==> src/rtl/wb_pkg.sv <==
// Shared constants for the write-back stage: load-size codes and default
// link-register parameters.
package wb_pkg;

  typedef enum logic [1:0] {
    LD_BYTE = 2'b00,
    LD_HALF = 2'b01,
    LD_WORD = 2'b10
  } load_size_e;

  localparam int DEF_LINK_REG    = 31;
  localparam int DEF_LINK_OFFSET = 8;

endpackage

==> src/rtl/wb_stage_pipelined_if.sv <==
// MEM/WB bundle plus register-file write port and debug outputs of the
// write-back stage; master drives the bundle, slave is the stage.
interface wb_stage_pipelined_if #(
  parameter int NB_DATA = 32,
  parameter int NB_REG  = 5,
  parameter int NB_PC   = 32,
  parameter int NB_CNT  = 32
);
  logic               i_enable;
  logic               i_flush;
  logic               i_valid;
  logic               i_WB_reg_write;
  logic               i_WB_mem_to_reg;
  logic               i_WB_last_register_ctrl;
  logic [1:0]         i_load_size;
  logic               i_load_unsigned;
  logic [1:0]         i_byte_offset;
  logic [NB_DATA-1:0] i_WB_mem_data;
  logic [NB_DATA-1:0] i_WB_alu_result;
  logic [NB_REG-1:0]  i_WB_selected_reg;
  logic [NB_PC-1:0]   i_pc;
  logic               i_halt;
  logic               o_WB_reg_write;
  logic [NB_DATA-1:0] o_WB_selected_data;
  logic [NB_REG-1:0]  o_WB_selected_reg;
  logic [NB_CNT-1:0]  o_retired_count;
  logic               o_halted;

  modport master (
    output i_enable, i_flush, i_valid, i_WB_reg_write, i_WB_mem_to_reg,
           i_WB_last_register_ctrl, i_load_size, i_load_unsigned, i_byte_offset,
           i_WB_mem_data, i_WB_alu_result, i_WB_selected_reg, i_pc, i_halt,
    input  o_WB_reg_write, o_WB_selected_data, o_WB_selected_reg,
           o_retired_count, o_halted
  );

  modport slave (
    input  i_enable, i_flush, i_valid, i_WB_reg_write, i_WB_mem_to_reg,
           i_WB_last_register_ctrl, i_load_size, i_load_unsigned, i_byte_offset,
           i_WB_mem_data, i_WB_alu_result, i_WB_selected_reg, i_pc, i_halt,
    output o_WB_reg_write, o_WB_selected_data, o_WB_selected_reg,
           o_retired_count, o_halted
  );
endinterface

==> src/rtl/wb_load_extract.sv <==
// Combinational little-endian load alignment: picks the byte/half lane from the
// raw memory word and sign- or zero-extends it to the data path width.
module wb_load_extract
  import wb_pkg::*;
#(
  parameter int NB_DATA = 32
) (
  input  logic [NB_DATA-1:0] mem_data,
  input  logic [1:0]         load_size,
  input  logic               load_unsigned,
  input  logic [1:0]         byte_offset,
  output logic [NB_DATA-1:0] ext_data
);

  logic [7:0]  byte_s;
  logic [15:0] half_s;
  logic        fill_s;

  // Lane selection and extension; offset[0] is irrelevant for halves
  always_comb begin
    byte_s   = 8'h00;
    half_s   = 16'h0000;
    fill_s   = 1'b0;
    ext_data = mem_data;
    case (byte_offset)
      2'b00:   byte_s = mem_data[7:0];
      2'b01:   byte_s = mem_data[15:8];
      2'b10:   byte_s = mem_data[23:16];
      2'b11:   byte_s = mem_data[31:24];
      default: byte_s = mem_data[7:0];
    endcase
    if (byte_offset[1]) begin
      half_s = mem_data[31:16];
    end else begin
      half_s = mem_data[15:0];
    end
    case (load_size)
      LD_BYTE: begin
        fill_s   = ~load_unsigned & byte_s[7];
        ext_data = {{(NB_DATA-8){fill_s}}, byte_s};
      end
      LD_HALF: begin
        fill_s   = ~load_unsigned & half_s[15];
        ext_data = {{(NB_DATA-16){fill_s}}, half_s};
      end
      default: ext_data = mem_data;
    endcase
  end

endmodule

==> src/rtl/wb_stage_pipelined.sv <==
// Registered MIPS write-back stage: selects link/load/ALU data, drives the
// register-file write port, counts retired instructions and latches HALT.
module wb_stage_pipelined
  import wb_pkg::*;
#(
  parameter int NB_DATA     = 32,
  parameter int NB_REG      = 5,
  parameter int NB_PC       = 32,
  parameter int NB_CNT      = 32,
  parameter int LINK_REG    = DEF_LINK_REG,
  parameter int LINK_OFFSET = DEF_LINK_OFFSET
) (
  input logic                 i_clock,
  input logic                 i_reset,
  wb_stage_pipelined_if.slave bus
);

  logic [NB_DATA-1:0] load_data_s;
  logic [NB_DATA-1:0] sel_data_s;
  logic [NB_PC-1:0]   link_pc_s;
  logic [NB_REG-1:0]  sel_reg_s;
  logic               we_s;

  logic               we_r;
  logic [NB_DATA-1:0] data_r;
  logic [NB_REG-1:0]  reg_r;
  logic [NB_CNT-1:0]  cnt_r;
  logic               halted_r;

  wb_load_extract #(.NB_DATA(NB_DATA)) u_load_extract (
    .mem_data      (bus.i_WB_mem_data),
    .load_size     (bus.i_load_size),
    .load_unsigned (bus.i_load_unsigned),
    .byte_offset   (bus.i_byte_offset),
    .ext_data      (load_data_s)
  );

  // Data/destination select (link > load > ALU) and r0-suppressed write enable
  always_comb begin
    link_pc_s = bus.i_pc + NB_PC'(LINK_OFFSET);
    if (bus.i_WB_last_register_ctrl) begin
      sel_data_s = NB_DATA'(link_pc_s);
      sel_reg_s  = NB_REG'(LINK_REG);
    end else if (bus.i_WB_mem_to_reg) begin
      sel_data_s = load_data_s;
      sel_reg_s  = bus.i_WB_selected_reg;
    end else begin
      sel_data_s = bus.i_WB_alu_result;
      sel_reg_s  = bus.i_WB_selected_reg;
    end
    we_s = bus.i_WB_reg_write & bus.i_valid & (sel_reg_s != {NB_REG{1'b0}});
  end

  // Stage register; a latched HALT freezes everything until reset
  always_ff @(posedge i_clock or negedge i_reset) begin
    if (!i_reset) begin
      we_r     <= 1'b0;
      data_r   <= {NB_DATA{1'b0}};
      reg_r    <= {NB_REG{1'b0}};
      cnt_r    <= {NB_CNT{1'b0}};
      halted_r <= 1'b0;
    end else if (!halted_r) begin
      if (bus.i_flush) begin
        we_r   <= 1'b0;
        data_r <= {NB_DATA{1'b0}};
        reg_r  <= {NB_REG{1'b0}};
      end else if (bus.i_enable) begin
        we_r   <= we_s;
        data_r <= sel_data_s;
        reg_r  <= sel_reg_s;
        if (bus.i_valid) begin
          cnt_r <= cnt_r + NB_CNT'(1);
          if (bus.i_halt) begin
            halted_r <= 1'b1;
          end
        end
      end
    end
  end

  assign bus.o_WB_reg_write     = we_r;
  assign bus.o_WB_selected_data = data_r;
  assign bus.o_WB_selected_reg  = reg_r;
  assign bus.o_retired_count    = cnt_r;
  assign bus.o_halted           = halted_r;

endmodule
==> src/flat_wrapper.sv <==
// flat-port wrapper written by rule: the top's interface ports become plain ports
module wb_stage_pipelined_flat import wb_pkg::*;
#(
  parameter int NB_DATA     = 32,
  parameter int NB_REG      = 5,
  parameter int NB_PC       = 32,
  parameter int NB_CNT      = 32,
  parameter int LINK_REG    = DEF_LINK_REG,
  parameter int LINK_OFFSET = DEF_LINK_OFFSET
)
  (i_clock, i_reset, bus_i_enable, bus_i_flush, bus_i_valid, bus_i_WB_reg_write, bus_i_WB_mem_to_reg, bus_i_WB_last_register_ctrl, bus_i_load_size, bus_i_load_unsigned, bus_i_byte_offset, bus_i_WB_mem_data, bus_i_WB_alu_result, bus_i_WB_selected_reg, bus_i_pc, bus_i_halt, bus_o_WB_reg_write, bus_o_WB_selected_data, bus_o_WB_selected_reg, bus_o_retired_count, bus_o_halted);
  wb_stage_pipelined_if #(.NB_DATA(NB_DATA), .NB_REG(NB_REG), .NB_PC(NB_PC), .NB_CNT(NB_CNT)) bus_i ();
  input logic i_clock;
  input logic i_reset;
  input wire logic [$bits(bus_i.i_enable)-1:0] bus_i_enable;
  input wire logic [$bits(bus_i.i_flush)-1:0] bus_i_flush;
  input wire logic [$bits(bus_i.i_valid)-1:0] bus_i_valid;
  input wire logic [$bits(bus_i.i_WB_reg_write)-1:0] bus_i_WB_reg_write;
  input wire logic [$bits(bus_i.i_WB_mem_to_reg)-1:0] bus_i_WB_mem_to_reg;
  input wire logic [$bits(bus_i.i_WB_last_register_ctrl)-1:0] bus_i_WB_last_register_ctrl;
  input wire logic [$bits(bus_i.i_load_size)-1:0] bus_i_load_size;
  input wire logic [$bits(bus_i.i_load_unsigned)-1:0] bus_i_load_unsigned;
  input wire logic [$bits(bus_i.i_byte_offset)-1:0] bus_i_byte_offset;
  input wire logic [$bits(bus_i.i_WB_mem_data)-1:0] bus_i_WB_mem_data;
  input wire logic [$bits(bus_i.i_WB_alu_result)-1:0] bus_i_WB_alu_result;
  input wire logic [$bits(bus_i.i_WB_selected_reg)-1:0] bus_i_WB_selected_reg;
  input wire logic [$bits(bus_i.i_pc)-1:0] bus_i_pc;
  input wire logic [$bits(bus_i.i_halt)-1:0] bus_i_halt;
  output wire logic [$bits(bus_i.o_WB_reg_write)-1:0] bus_o_WB_reg_write;
  output wire logic [$bits(bus_i.o_WB_selected_data)-1:0] bus_o_WB_selected_data;
  output wire logic [$bits(bus_i.o_WB_selected_reg)-1:0] bus_o_WB_selected_reg;
  output wire logic [$bits(bus_i.o_retired_count)-1:0] bus_o_retired_count;
  output wire logic [$bits(bus_i.o_halted)-1:0] bus_o_halted;
  assign bus_i.i_enable = bus_i_enable;
  assign bus_i.i_flush = bus_i_flush;
  assign bus_i.i_valid = bus_i_valid;
  assign bus_i.i_WB_reg_write = bus_i_WB_reg_write;
  assign bus_i.i_WB_mem_to_reg = bus_i_WB_mem_to_reg;
  assign bus_i.i_WB_last_register_ctrl = bus_i_WB_last_register_ctrl;
  assign bus_i.i_load_size = bus_i_load_size;
  assign bus_i.i_load_unsigned = bus_i_load_unsigned;
  assign bus_i.i_byte_offset = bus_i_byte_offset;
  assign bus_i.i_WB_mem_data = bus_i_WB_mem_data;
  assign bus_i.i_WB_alu_result = bus_i_WB_alu_result;
  assign bus_i.i_WB_selected_reg = bus_i_WB_selected_reg;
  assign bus_i.i_pc = bus_i_pc;
  assign bus_i.i_halt = bus_i_halt;
  assign bus_o_WB_reg_write = bus_i.o_WB_reg_write;
  assign bus_o_WB_selected_data = bus_i.o_WB_selected_data;
  assign bus_o_WB_selected_reg = bus_i.o_WB_selected_reg;
  assign bus_o_retired_count = bus_i.o_retired_count;
  assign bus_o_halted = bus_i.o_halted;
  wb_stage_pipelined #(.NB_DATA(NB_DATA), .NB_REG(NB_REG), .NB_PC(NB_PC), .NB_CNT(NB_CNT), .LINK_REG(LINK_REG), .LINK_OFFSET(LINK_OFFSET)) u_core (.i_clock(i_clock), .i_reset(i_reset), .bus(bus_i));
endmodule
==> config.mk <==
export PLATFORM = sky130hd
export DESIGN_NAME = wb_stage_pipelined_flat
export DESIGN_NICKNAME = d
export VERILOG_FILES = /design/src/rtl/wb_pkg.sv /design/src/rtl/wb_stage_pipelined_if.sv /design/src/rtl/wb_load_extract.sv /design/src/rtl/wb_stage_pipelined.sv /design/src/flat_wrapper.sv
export SDC_FILE = /design/constraint.sdc
export NUM_CORES = 1
export LEC_CHECK = 0
export CORE_AREA = 2 2 102 104
export DETAILED_ROUTE_END_ITERATION = 8
export DIE_AREA = 0 0 104 106
export PLACE_DENSITY_LB_ADDON = 0.08
export SYNTH_ARGS = -nofsm -noshare
export SYNTH_HDL_FRONTEND = slang
export SYNTH_SLANG_ARGS = --single-unit
==> constraint.sdc <==
create_clock -name i_clock -period 2.7 [get_ports i_clock]
set_input_delay 0.405 -clock i_clock [delete_from_list [all_inputs] [get_ports i_clock]]
set_output_delay 0.405 -clock i_clock [all_outputs]
set_load 0.01 [all_outputs]
==> tab_implementation.tex <==
\begin{tabular}{lr}
\hline
Metric & Value \\
\hline
\multicolumn{2}{l}{\textbf{Critical path}} \\
Reg-to-reg critical path startpoint & u\_core.bus.o\_halted \\
Critical path class & input pin to flop \\
Worst Setup End Kind & flop \\
Critical Path Source & bus\_i\_flush \\
Type of element launching the critical path & input pin \\
Arrival time at the worst endpoint & 2.46 ns \\
Worst-path fanout max & 6 \\
Data required, critical path & $\sim$2.9 ns \\
\multicolumn{2}{l}{\textbf{Timing}} \\
Highest clock frequency the design can meet & 0.452 GHz \\
Number of pins with negative max-slew slack in the final report & 0 \\
Worst setup skew after layout & 0.0102 ns \\
Final Critical Period & 2.21 ns \\
Number of endpoints with negative hold slack in the final report & 0 \\
Worst-case headroom to the max-slew limit & 0.391 \\
Final critical-path share of the clock period & 0.820 \\
Accumulated negative setup slack & 0 ns \\
Final setup violation count & 0 \\
Transition at the pin with the smallest max-transition slack & 0.914 ns \\
Setup repair after global routing missed its margin & no \\
\multicolumn{2}{l}{\textbf{Layout}} \\
Proportion of layout cells with a drive suffix above 1 & 0.0822 \\
Post-route non-filler standard cell count & 854 \\
Most used cells in the layout excluding fill and tap cells & clkdlybuf4s50\_1, dfrtp\_1, nand2\_1 \\
Fill cell count & 862 \\
Area Overhead vs Synth & 50.7\% \\
Count of nets after finishing & 830 \\
Commonest non-fill, non-tap cell in the layout & clkdlybuf4s50\_1 \\
Antenna diode count & 0 \\
\multicolumn{2}{l}{\textbf{Global route}} \\
Antenna violations before repair & 0 \\
Via count of the first global-routing pass & 5065 \\
Largest net degree at the start of global routing & 72 \\
First-pass GRT wire length & 26000 um \\
Global-route usage over all layers & 0.298 \\
Total congestion overflow after global routing & 0 \\
\multicolumn{2}{l}{\textbf{Detailed routing}} \\
Routed WL & 16200 um \\
Average wire per cell in the routed design & 19.0 um \\
Vias per std cell & 5.86 \\
DRT iter0 DRCs & $\sim$290 \\
Total number of vias & between 5000 and 6000 \\
DRT Pass-1 Iters & 5 \\
Number of design rule violations left after detail routing & 0 \\
Antenna Violating Nets Remaining & 0 \\
\multicolumn{2}{l}{\textbf{Flow run}} \\
Max-cap violations & 0 \\
\multicolumn{2}{l}{\textbf{Synth}} \\
Area of the mapped netlist & 0.00462 mm\^{}2 \\
Yosys cell types & 57 \\
Sequential fraction of the synthesis area & 0.384 \\
Instance count of the mapped netlist & 524 \\
Fraction of registers with async set/reset & 1.00 \\
Number of enable flip-flop cells after synthesis & 0 \\
Synth Flop Type & dfrtp\_1 \\
Register bit count reported by yosys & 71 \\
Net count of the mapped netlist & 641 \\
Syn\_area\_per\_cell & 8.82 um\^{}2 \\
Total of warnings raised by yosys & 0 \\
\multicolumn{2}{l}{\textbf{Floorplan}} \\
Count of standard-cell rows & 37 \\
Initial Utilization & 0.462 \\
Y dimension of the die & 106 um \\
Total I/O pin count & about 190 \\
Floorplan die width & $\sim$100 um \\
Core region area & 0.0100 mm\^{}2 \\
Die Outline Area & approximately 0.011 mm\^{}2 \\
\multicolumn{2}{l}{\textbf{Hold path}} \\
Class of the tightest hold or removal check & input pin to asynchronous set/reset pin \\
\multicolumn{2}{l}{\textbf{Clock network}} \\
Post-CTS Setup Bufs & 0 \\
Number of buffers between clock root and the deepest sink & 2 \\
CTS Buf Count & 9 \\
Clock Sinks & 71 \\
Clock insertion delay at the later pin of the skew report & 0.36 ns \\
Post-CTS Hold Fix Bufs & 0 \\
CTS tree & done \\
Cell chosen for the clock root & clkbuf\_8 \\
Resized Gates After CTS & 0 \\
Clock transition time at the flip-flop clock pins of the worst setup and hold paths & 0.09 ns \\
H-tree lvl count & 3 \\
\multicolumn{2}{l}{\textbf{Placed design}} \\
Placed cell count & 838 \\
Number of port buffers & 185 \\
Global placement routability congestion & 0.965 \\
Hpwl dp & 12800 um \\
\multicolumn{2}{l}{\textbf{Power}} \\
PwrDens & between 500 and 600 mW/mm\^{}2 \\
Total Power & 3.69 mW \\
Static leakage power & 2.87 nW \\
Peak supply drop & 0.320 mV \\
\multicolumn{2}{l}{\textbf{Run status}} \\
Status & finished clean \\
\hline
\end{tabular}
-- path summary, 6_finish.rpt --
check,cells past startpoint,end,slack (ns)
worst max-delay path,6,u_core.bus.o_retired_count[29],0.49
worst min-delay path,2,u_core.bus.o_WB_reg_write,0.25
worst min register to register,2,u_core.bus.o_WB_selected_reg[4],0.47
worst max register to register,5,u_core.bus.o_WB_selected_data[25],0.77
max in group asynchronous,2,u_core.bus.o_retired_count[22],1.85
min in group i_clock,2,u_core.bus.o_WB_selected_reg[4],0.47
-- through the flow --
step,worst slack (ns),cell area [um^2],hold slack [ns],utilization
2_1_floorplan,0.797,4620,0.109,-
3_3_place_gp,0.228,6710,0.448,0.671
3_5_place_dp,0.166,6710,0.455,0.671
4_1_cts,0.537,6960,0.285,0.696
5_1_grt,0.360,6960,0.334,0.696
6_report,0.486,6960,0.246,0.696
-- per-layer routing --
| layer | track usage | up-vias | share of wire |
|---|---|---|---|
| met1 | 0.372 | 2409 | 0.41 |
| met2 | 0.499 | 234 | 0.49 |
| met5 | 0 | - | 0 |
| met3 | 0.0564 | 38 | 0.066 |
| li1 | - | 2320 | - |
| met4 | 0.140 | 0 | 0.037 |
-- critical path: stages --
cell and delay [ns]:
clkdlybuf4s50_1 0.54, nand3b_1 0.37, nor4_4 0.40, and4_1 0.38
nand4_1 0.19, xnor2_1 0.17
-- cells in the mapped netlist, drive strengths merged, types with 10 or more instances --
| master | instances | share of area |
|---|---|---|
| a21oi | 33 | 0.036 |
| dfrtp | 71 | 0.38 |
| o21ai | 28 | 0.030 |
| nand4 | 14 | 0.024 |
| nor3 | 11 | 0.012 |
| nand2 | 55 | 0.045 |
| xnor2 | 32 | 0.061 |
| xor2 | 17 | 0.032 |
| and3 | 12 | 0.016 |
| nand3 | 22 | 0.024 |
| nor2 | 33 | 0.027 |
| clkbuf | 26 | 0.021 |
| and4 | 10 | 0.019 |
| inv | 11 | 0.0089 |
| nor4 | 12 | 0.021 |
-- power breakdown --
group / switching, mW / leakage (nW) / internal [mW]
clock network: 0.438 / 0.124 / 0.646
logic: 0.518 / 1.79 / 0.689
registers: 0.140 / 0.955 / 1.26
total: 1.10 / 2.87 / 2.60
-- cell families after synthesis --
family	count (synthesis)	share of synthesized area
XOR/XNOR	49	0.0929
adder cells (fa/ha/maj)	2	0.00541
buffers and inverters	45	0.0398
multiplexers	16	0.0390
AO/OA/AOI/OAI	138	0.202
AND/OR/NAND/NOR	203	0.236
flip-flops	71	0.384
-- final cells by class --
class,count,area (um^2),area share
multi-input cells,408,2680,0.384
repair buffers,211,2040,0.293
flip-flops and latches,71,1780,0.255
well taps,136,170,0.0244
clock buffers,10,138,0.0198
clock inverters,6,115,0.0165
inverters,12,45.0,0.00647
Note: power is estimated with default switching activity, not from simulation.
